==> src/rtl/vga_pattern_gen.sv <==
// VGA timing and test-pattern generator with parametrised porches, sync polarity and colour depth.
// Outputs are registered and aligned one pixel period after the raster counters.
module vga_pattern_gen #(
    parameter int unsigned CLK_DIV  = 2,
    parameter int unsigned H_ACTIVE = 640,
    parameter int unsigned H_FP     = 16,
    parameter int unsigned H_SYNC   = 96,
    parameter int unsigned H_BP     = 48,
    parameter int unsigned V_ACTIVE = 480,
    parameter int unsigned V_FP     = 10,
    parameter int unsigned V_SYNC   = 2,
    parameter int unsigned V_BP     = 33,
    parameter bit          HS_POL   = 1'b0,
    parameter bit          VS_POL   = 1'b0,
    parameter int unsigned COLOR_W  = 4
) (
    input  logic                   clk,
    input  logic                   reset_n,
    input  logic [1:0]             mode,
    input  logic [3*COLOR_W-1:0]   solid_rgb,
    output logic                   VGA_HSYNC,
    output logic                   VGA_VSYNC,
    output logic [3*COLOR_W-1:0]   VGA_D,
    output logic                   de,
    output logic [10:0]            pix_x,
    output logic [10:0]            pix_y,
    output logic                   frame_start
);
    localparam int unsigned CW      = 11;
    localparam int unsigned RGB_W   = 3 * COLOR_W;
    localparam int unsigned H_TOTAL = H_ACTIVE + H_FP + H_SYNC + H_BP;
    localparam int unsigned V_TOTAL = V_ACTIVE + V_FP + V_SYNC + V_BP;
    localparam int unsigned DIV_W   = (CLK_DIV > 1) ? $clog2(CLK_DIV) : 1;
    localparam int unsigned BAR_W   = H_ACTIVE / 8;
    localparam int unsigned BAR_CW  = (BAR_W > 1) ? $clog2(BAR_W) : 1;

    localparam logic [DIV_W-1:0]   DIV_LAST = DIV_W'(CLK_DIV - 1);
    localparam logic [CW-1:0]      H_LAST   = CW'(H_TOTAL - 1);
    localparam logic [CW-1:0]      V_LAST   = CW'(V_TOTAL - 1);
    localparam logic [CW-1:0]      H_ACT    = CW'(H_ACTIVE);
    localparam logic [CW-1:0]      V_ACT    = CW'(V_ACTIVE);
    localparam logic [CW-1:0]      H_EDGE   = CW'(H_ACTIVE - 1);
    localparam logic [CW-1:0]      V_EDGE   = CW'(V_ACTIVE - 1);
    localparam logic [CW-1:0]      HS_START = CW'(H_ACTIVE + H_FP);
    localparam logic [CW-1:0]      HS_END   = CW'(H_ACTIVE + H_FP + H_SYNC);
    localparam logic [CW-1:0]      VS_START = CW'(V_ACTIVE + V_FP);
    localparam logic [CW-1:0]      VS_END   = CW'(V_ACTIVE + V_FP + V_SYNC);
    localparam logic [BAR_CW-1:0]  BAR_LAST = BAR_CW'(BAR_W - 1);
    localparam logic [COLOR_W-1:0] C_MID    = COLOR_W'(1 << (COLOR_W - 1));

    logic [DIV_W-1:0]  div_q, div_d;
    logic              pe;
    logic [CW-1:0]     hcnt_q, hcnt_d, vcnt_q, vcnt_d;
    logic [BAR_CW-1:0] bar_pos_q, bar_pos_d;
    logic [2:0]        bar_idx_q, bar_idx_d;
    logic [1:0]        mode_q, mode_d, cur_mode;
    logic              origin, active, grid_line;
    logic [RGB_W-1:0]  pattern;
    logic              hs_q, hs_d, vs_q, vs_d, de_q, de_d, fs_q, fs_d;
    logic [RGB_W-1:0]  rgb_q, rgb_d;
    logic [CW-1:0]     pix_x_q, pix_x_d, pix_y_q, pix_y_d;

    assign pe        = (div_q == DIV_LAST);
    assign origin    = (hcnt_q == '0) && (vcnt_q == '0);
    assign active    = (hcnt_q < H_ACT) && (vcnt_q < V_ACT);
    // The mode sampled at (0,0) already applies to pixel (0,0) itself.
    assign cur_mode  = origin ? mode : mode_q;
    assign grid_line = (hcnt_q[4:0] == 5'd0) || (vcnt_q[4:0] == 5'd0) ||
                       (hcnt_q == H_EDGE) || (vcnt_q == V_EDGE);

    always_comb begin
        div_d     = pe ? '0 : div_q + 1'b1;
        hcnt_d    = hcnt_q;
        vcnt_d    = vcnt_q;
        bar_pos_d = bar_pos_q;
        bar_idx_d = bar_idx_q;
        mode_d    = mode_q;
        if (pe) begin
            if (origin) mode_d = mode;
            if (hcnt_q == H_LAST) begin
                hcnt_d    = '0;
                vcnt_d    = (vcnt_q == V_LAST) ? '0 : vcnt_q + 1'b1;
                bar_pos_d = '0;
                bar_idx_d = '0;
            end else begin
                hcnt_d = hcnt_q + 1'b1;
                // Bar index tracks hcnt / BAR_W without a divider.
                if (hcnt_q < H_ACT) begin
                    if (bar_pos_q == BAR_LAST) begin
                        bar_pos_d = '0;
                        bar_idx_d = bar_idx_q + 1'b1;
                    end else begin
                        bar_pos_d = bar_pos_q + 1'b1;
                    end
                end
            end
        end
    end

    always_comb begin
        pattern = '0;
        case (cur_mode)
            2'd0:    pattern = {{COLOR_W{bar_idx_q[0]}}, {COLOR_W{bar_idx_q[1]}},
                                {COLOR_W{bar_idx_q[2]}}};
            2'd1:    pattern = (hcnt_q[5] ^ vcnt_q[5]) ? '1 : '0;
            2'd2:    pattern = grid_line ? '1 : {{(2 * COLOR_W){1'b0}}, C_MID};
            default: pattern = solid_rgb;
        endcase
    end

    always_comb begin
        hs_d    = hs_q;
        vs_d    = vs_q;
        de_d    = de_q;
        rgb_d   = rgb_q;
        pix_x_d = pix_x_q;
        pix_y_d = pix_y_q;
        fs_d    = 1'b0;
        if (pe) begin
            hs_d  = (hcnt_q >= HS_START && hcnt_q < HS_END) ? HS_POL : ~HS_POL;
            vs_d  = (vcnt_q >= VS_START && vcnt_q < VS_END) ? VS_POL : ~VS_POL;
            de_d  = active;
            rgb_d = active ? pattern : '0;
            fs_d  = origin;
            if (active) begin
                pix_x_d = hcnt_q;
                pix_y_d = vcnt_q;
            end
        end
    end

    always_ff @(posedge clk or negedge reset_n) begin
        if (!reset_n) begin
            div_q     <= '0;
            hcnt_q    <= '0;
            vcnt_q    <= '0;
            bar_pos_q <= '0;
            bar_idx_q <= '0;
            mode_q    <= '0;
            hs_q      <= ~HS_POL;
            vs_q      <= ~VS_POL;
            de_q      <= 1'b0;
            rgb_q     <= '0;
            pix_x_q   <= '0;
            pix_y_q   <= '0;
            fs_q      <= 1'b0;
        end else begin
            div_q     <= div_d;
            hcnt_q    <= hcnt_d;
            vcnt_q    <= vcnt_d;
            bar_pos_q <= bar_pos_d;
            bar_idx_q <= bar_idx_d;
            mode_q    <= mode_d;
            hs_q      <= hs_d;
            vs_q      <= vs_d;
            de_q      <= de_d;
            rgb_q     <= rgb_d;
            pix_x_q   <= pix_x_d;
            pix_y_q   <= pix_y_d;
            fs_q      <= fs_d;
        end
    end

    assign VGA_HSYNC   = hs_q;
    assign VGA_VSYNC   = vs_q;
    assign VGA_D       = rgb_q;
    assign de          = de_q;
    assign pix_x       = pix_x_q;
    assign pix_y       = pix_y_q;
    assign frame_start = fs_q;
endmodule

==> config.mk <==
export PLATFORM = sky130hd
export DESIGN_NAME = vga_pattern_gen
export DESIGN_NICKNAME = d
export VERILOG_FILES = /design/src/rtl/vga_pattern_gen.sv
export SDC_FILE = /design/constraint.sdc
export NUM_CORES = 1
export LEC_CHECK = 0
export CAP_MARGIN = 20
export CORE_MARGIN = 2
export CORE_UTILIZATION = 40
export CTS_CLUSTER_SIZE = 8
export DETAILED_ROUTE_END_ITERATION = 8
export DONT_BUFFER_PORTS = 1
export PLACE_DENSITY = 0.64
export SLEW_MARGIN = 20
export SYNTH_ARGS = -nofsm -noshare
export SYNTH_HDL_FRONTEND = slang
export SYNTH_SLANG_ARGS = --single-unit
==> constraint.sdc <==
create_clock -name clk -period 6.3 [get_ports clk]
set_input_delay 0.945 -clock clk [delete_from_list [all_inputs] [get_ports clk]]
set_output_delay 0.945 -clock clk [all_outputs]
set_load 0.1 [all_outputs]
==> key figures <==
STA
  – Setup tns final: 0 ps
  – Highest clock rate: 0.312 GHz
  – Min cycle time layout: 3200 ps
  – Max Slew Vio Count: 0
  – Setup Skew: about 12 ps
  – RSZ-0062 raised after global routing: false
  – Endpoints failing setup: 0
  – Worst slew margin relative to its limit: 0.292
  – Final critical-path share of the clock period: 0.508
  – Worst-Margin Slew: roughly 1100 ps
  – Number of hold-slack violations in the final timing report: 0

Worst setup path
  – Kind of end point of the critical path: flop
  – Worst endpoint data arrival time: 3490 ps
  – Category of the worst setup path launch point: flop
  – Category of the most critical setup path: flop to flop
  – Required time of the critical path: 6590 ps
  – Max FO, Critical Path: 27

Synth
  – Unique cell type count in the Yosys netlist: 57
  – Top cell type's share of synthesized area: 0.498
  – Net count after synthesis: 393
  – Yosys reg bits: 73
  – Share of synthesized flip-flops with an asynchronous set or reset: 1.00
  – Synth area leaders: sky130_fd_sc_hd__dfrtp_1 (50%), sky130_fd_sc_hd__nand2_1 (7.5%), sky130_fd_sc_hd__nor2_1 (3.9%), sky130_fd_sc_hd__o21ai_0 (3.1%), sky130_fd_sc_hd__ha_1 (2.1%)
  – Cell type contributing the most total cell area after synthesis: sky130_fd_sc_hd__dfrtp_1
  – Mapped Cells: 371
  – Syn avg cell area: 9.62 µm²
  – Total standard cell area after synthesis: 3570 µm²
  – Most instantiated flip-flop cell in the synthesis netlist: sky130_fd_sc_hd__dfrtp_1
  – Sequential-to-total area share from yosys stat: 0.512
  – Number of enable flip-flop cells after synthesis: 0
  – Number of warning messages in the yosys log: 0

Clock network
  – Number of buffers created by CTS: 9
  – Maximum buffer depth of the clock tree: 2
  – Clk root buf: sky130_fd_sc_hd__clkbuf_8
  – H-Tree Level Count: 3
  – Clock latency on the worst-skew pair: roughly 360 ps
  – Clock tree from TritonCTS: built
  – Post CTS Setup Buffer Count: 0
  – CTS Sinks: 73
  – Gates resized, CTS repair: 0
  – # hold bufs at CTS: 0
  – Clock input transition at the sequential cells of the worst setup and hold paths: 80 ps

Final layout
  – Antenna diode instance count: 0
  – Layout-stage area growth over the synthesis result: 8.20%
  – Fraction of final layout cells sized beyond drive strength 1: 0.0970
  – Count of non-filler cells in the finished layout: 479
  – Commonest non-fill, non-tap cells in the layout: sky130_fd_sc_hd__dfrtp_1 (71), sky130_fd_sc_hd__nand2_1 (71), sky130_fd_sc_hd__nor2_1 (37)
  – Final layout net count: 388

Pwr
  – Leak pwr: around 1.8 nW
  – IR drop worst, VDD: 0.000150 V
  – Areal power density over the cells: 250 nW/µm²

GRT
  – Total overflow reported by the global router: 0
  – Global routing usage summed across all routing layers: 0.171
  – First-pass GRT wire length: 13200 µm
  – Vias in the first global route: 2582
  – Maximum number of pins on one net before global-route repair: 74
  – Number of antenna violations at the first check in global routing: 0

Drt
  – Count of TritonRoute iterations in the first routing pass: 4
  – Final Routed Wirelength: approximately 7900 µm
  – Number of vias in the routed layout: 2611
  – Number of DRC markers in iteration 0: 160
  – Detail Route Antenna Nets: 0
  – Average wire per cell in the routed design: 16.4 µm
  – DRC violation count after routing: 0
  – Number of vias per cell after detailed routing: 5.45

Floorplan
  – Die boundary height: 98.5 µm
  – FP Rows: 34
  – Number of top-level pins: 54
  – Chip width: 98.5 µm
  – Placeable Area: around 8700 µm²
  – Initial Utilization: 0.411
  – Total Die Area: 9700 µm²

Placement
  – Number of cells in the design after placement: 463
  – Port bufs: 0
  – Post-DP HPWL: 5360 µm
  – Placer Congestion: roughly 0.83

Run
  – Count of max-cap constraint violations: 0

Min path
  – Worst hold-check path type: primary input to async pin

Status
  – Status: finished, final reports clean
-- flip-flops by register name, summed over array words and instances (netlist names), 2 cells and up --
| signal | flops |
|---|---|
| bar_idx_q | 3 |
| vcnt_q | 11 |
| pix_x | 11 |
| VGA_D | 12 |
| hcnt_q | 11 |
| mode_q | 2 |
| bar_pos_q | 7 |
| pix_y | 11 |
-- stage by stage --
step                cell area (µm²)  setup slack [ps]  power [mW]  hold slack (ps)   util
floorplan                      3570              4280       0.553              469      -
global placement               3640              3220       0.557              503  0.419
detailed placement             3640              3090       0.558              507  0.419
CTS                            3860              3080       0.974              261  0.445
global route                   3860              2720        1.00              246  0.445
finish                         3860              3100       0.966              271  0.445
-- cell usage after synthesis (2+ instances only) --
master,count
sky130_fd_sc_hd__a211o_1,3
sky130_fd_sc_hd__nand2b_1,3
sky130_fd_sc_hd__and3_1,6
sky130_fd_sc_hd__buf_1,2
sky130_fd_sc_hd__nor2_1,37
sky130_fd_sc_hd__clkbuf_1,8
sky130_fd_sc_hd__dfrtp_1,71
sky130_fd_sc_hd__nand2_1,71
sky130_fd_sc_hd__nor3_1,5
sky130_fd_sc_hd__nand4b_1,2
sky130_fd_sc_hd__a21oi_1,6
sky130_fd_sc_hd__nand3b_1,2
sky130_fd_sc_hd__xor2_1,8
sky130_fd_sc_hd__o2bb2ai_1,3
sky130_fd_sc_hd__nor4_2,2
sky130_fd_sc_hd__dfstp_2,2
sky130_fd_sc_hd__nand3_1,12
sky130_fd_sc_hd__o32ai_1,8
sky130_fd_sc_hd__nor2b_1,4
sky130_fd_sc_hd__nor4b_1,2
sky130_fd_sc_hd__o21ai_0,22
sky130_fd_sc_hd__o31ai_1,5
sky130_fd_sc_hd__mux2i_1,2
sky130_fd_sc_hd__ha_1,6
sky130_fd_sc_hd__a31oi_1,2
sky130_fd_sc_hd__nor3_2,2
sky130_fd_sc_hd__nor4_4,2
sky130_fd_sc_hd__or4_1,2
sky130_fd_sc_hd__and2_1,5
sky130_fd_sc_hd__mux2_2,2
sky130_fd_sc_hd__nand4_1,5
sky130_fd_sc_hd__xnor2_1,7
sky130_fd_sc_hd__inv_1,15
sky130_fd_sc_hd__nor4_1,4
sky130_fd_sc_hd__buf_2,6
sky130_fd_sc_hd__a21oi_2,3
sky130_fd_sc_hd__a21o_1,4
-- metal layers --
layer	global-route usage	share of wire	up-vias
met5	0	0	-
met4	0.0590	0.014	0
met3	0.0546	0.058	8
met2	0.266	0.46	74
met1	0.228	0.47	1252
li1	-	-	1277
-- critical path: stages, from the launching register on --
cell and delay [ps]:
sky130_fd_sc_hd__dfrtp_1 710, sky130_fd_sc_hd__inv_1 380, sky130_fd_sc_hd__nor3_2 480, sky130_fd_sc_hd__nand3_1 850, sky130_fd_sc_hd__a21oi_2 400, sky130_fd_sc_hd__a21boi_1 150
sky130_fd_sc_hd__o2bb2ai_1 160
-- kinds of logic after synthesis --
kind of cell / after synthesis / share of synthesized area
buf+inv: 32 / 0.0368
flops: 73 / 0.512
compound gates: 66 / 0.128
mux: 4 / 0.0119
simple gates: 175 / 0.253
xor+xnor: 15 / 0.0368
fa+ha+maj: 6 / 0.0210
-- final timing paths --
kind | startpoint | to | slack (ps) | cells past startpoint
worst max register to register | div_q | VGA_D[0] | 3100 | 6
worst min-delay path | reset_n | pix_y[10] | 270 | 0
worst max-delay path | div_q | VGA_D[0] | 3100 | 6
min in group clk | bar_idx_q[0] | bar_idx_q[0] | 520 | 1
max in group asynchronous | reset_n | VGA_VSYNC | 5810 | 0
worst min register to register | bar_idx_q[0] | bar_idx_q[0] | 520 | 1
-- area by class of cell --
cell class | instances | area, µm²
clock buffer | 9 | 124
clock inverter | 7 | 101
fill | 873 | 4820
inverter | 15 | 56.3
multi-input combinational | 266 | 1610
sequential | 73 | 1830
tap | 108 | 135
timing repair buffer | 1 | 7.51
-- where the power goes --
| group | switching (mW) | leakage, nW | internal (mW) |
|---|---|---|---|
| registers | 0.0562 | 0.935 | 0.474 |
| clock network | 0.191 | 0.106 | 0.226 |
| logic | 0.00958 | 0.713 | 0.00824 |
No activity file was read; power rests on OpenSTA's default activity.
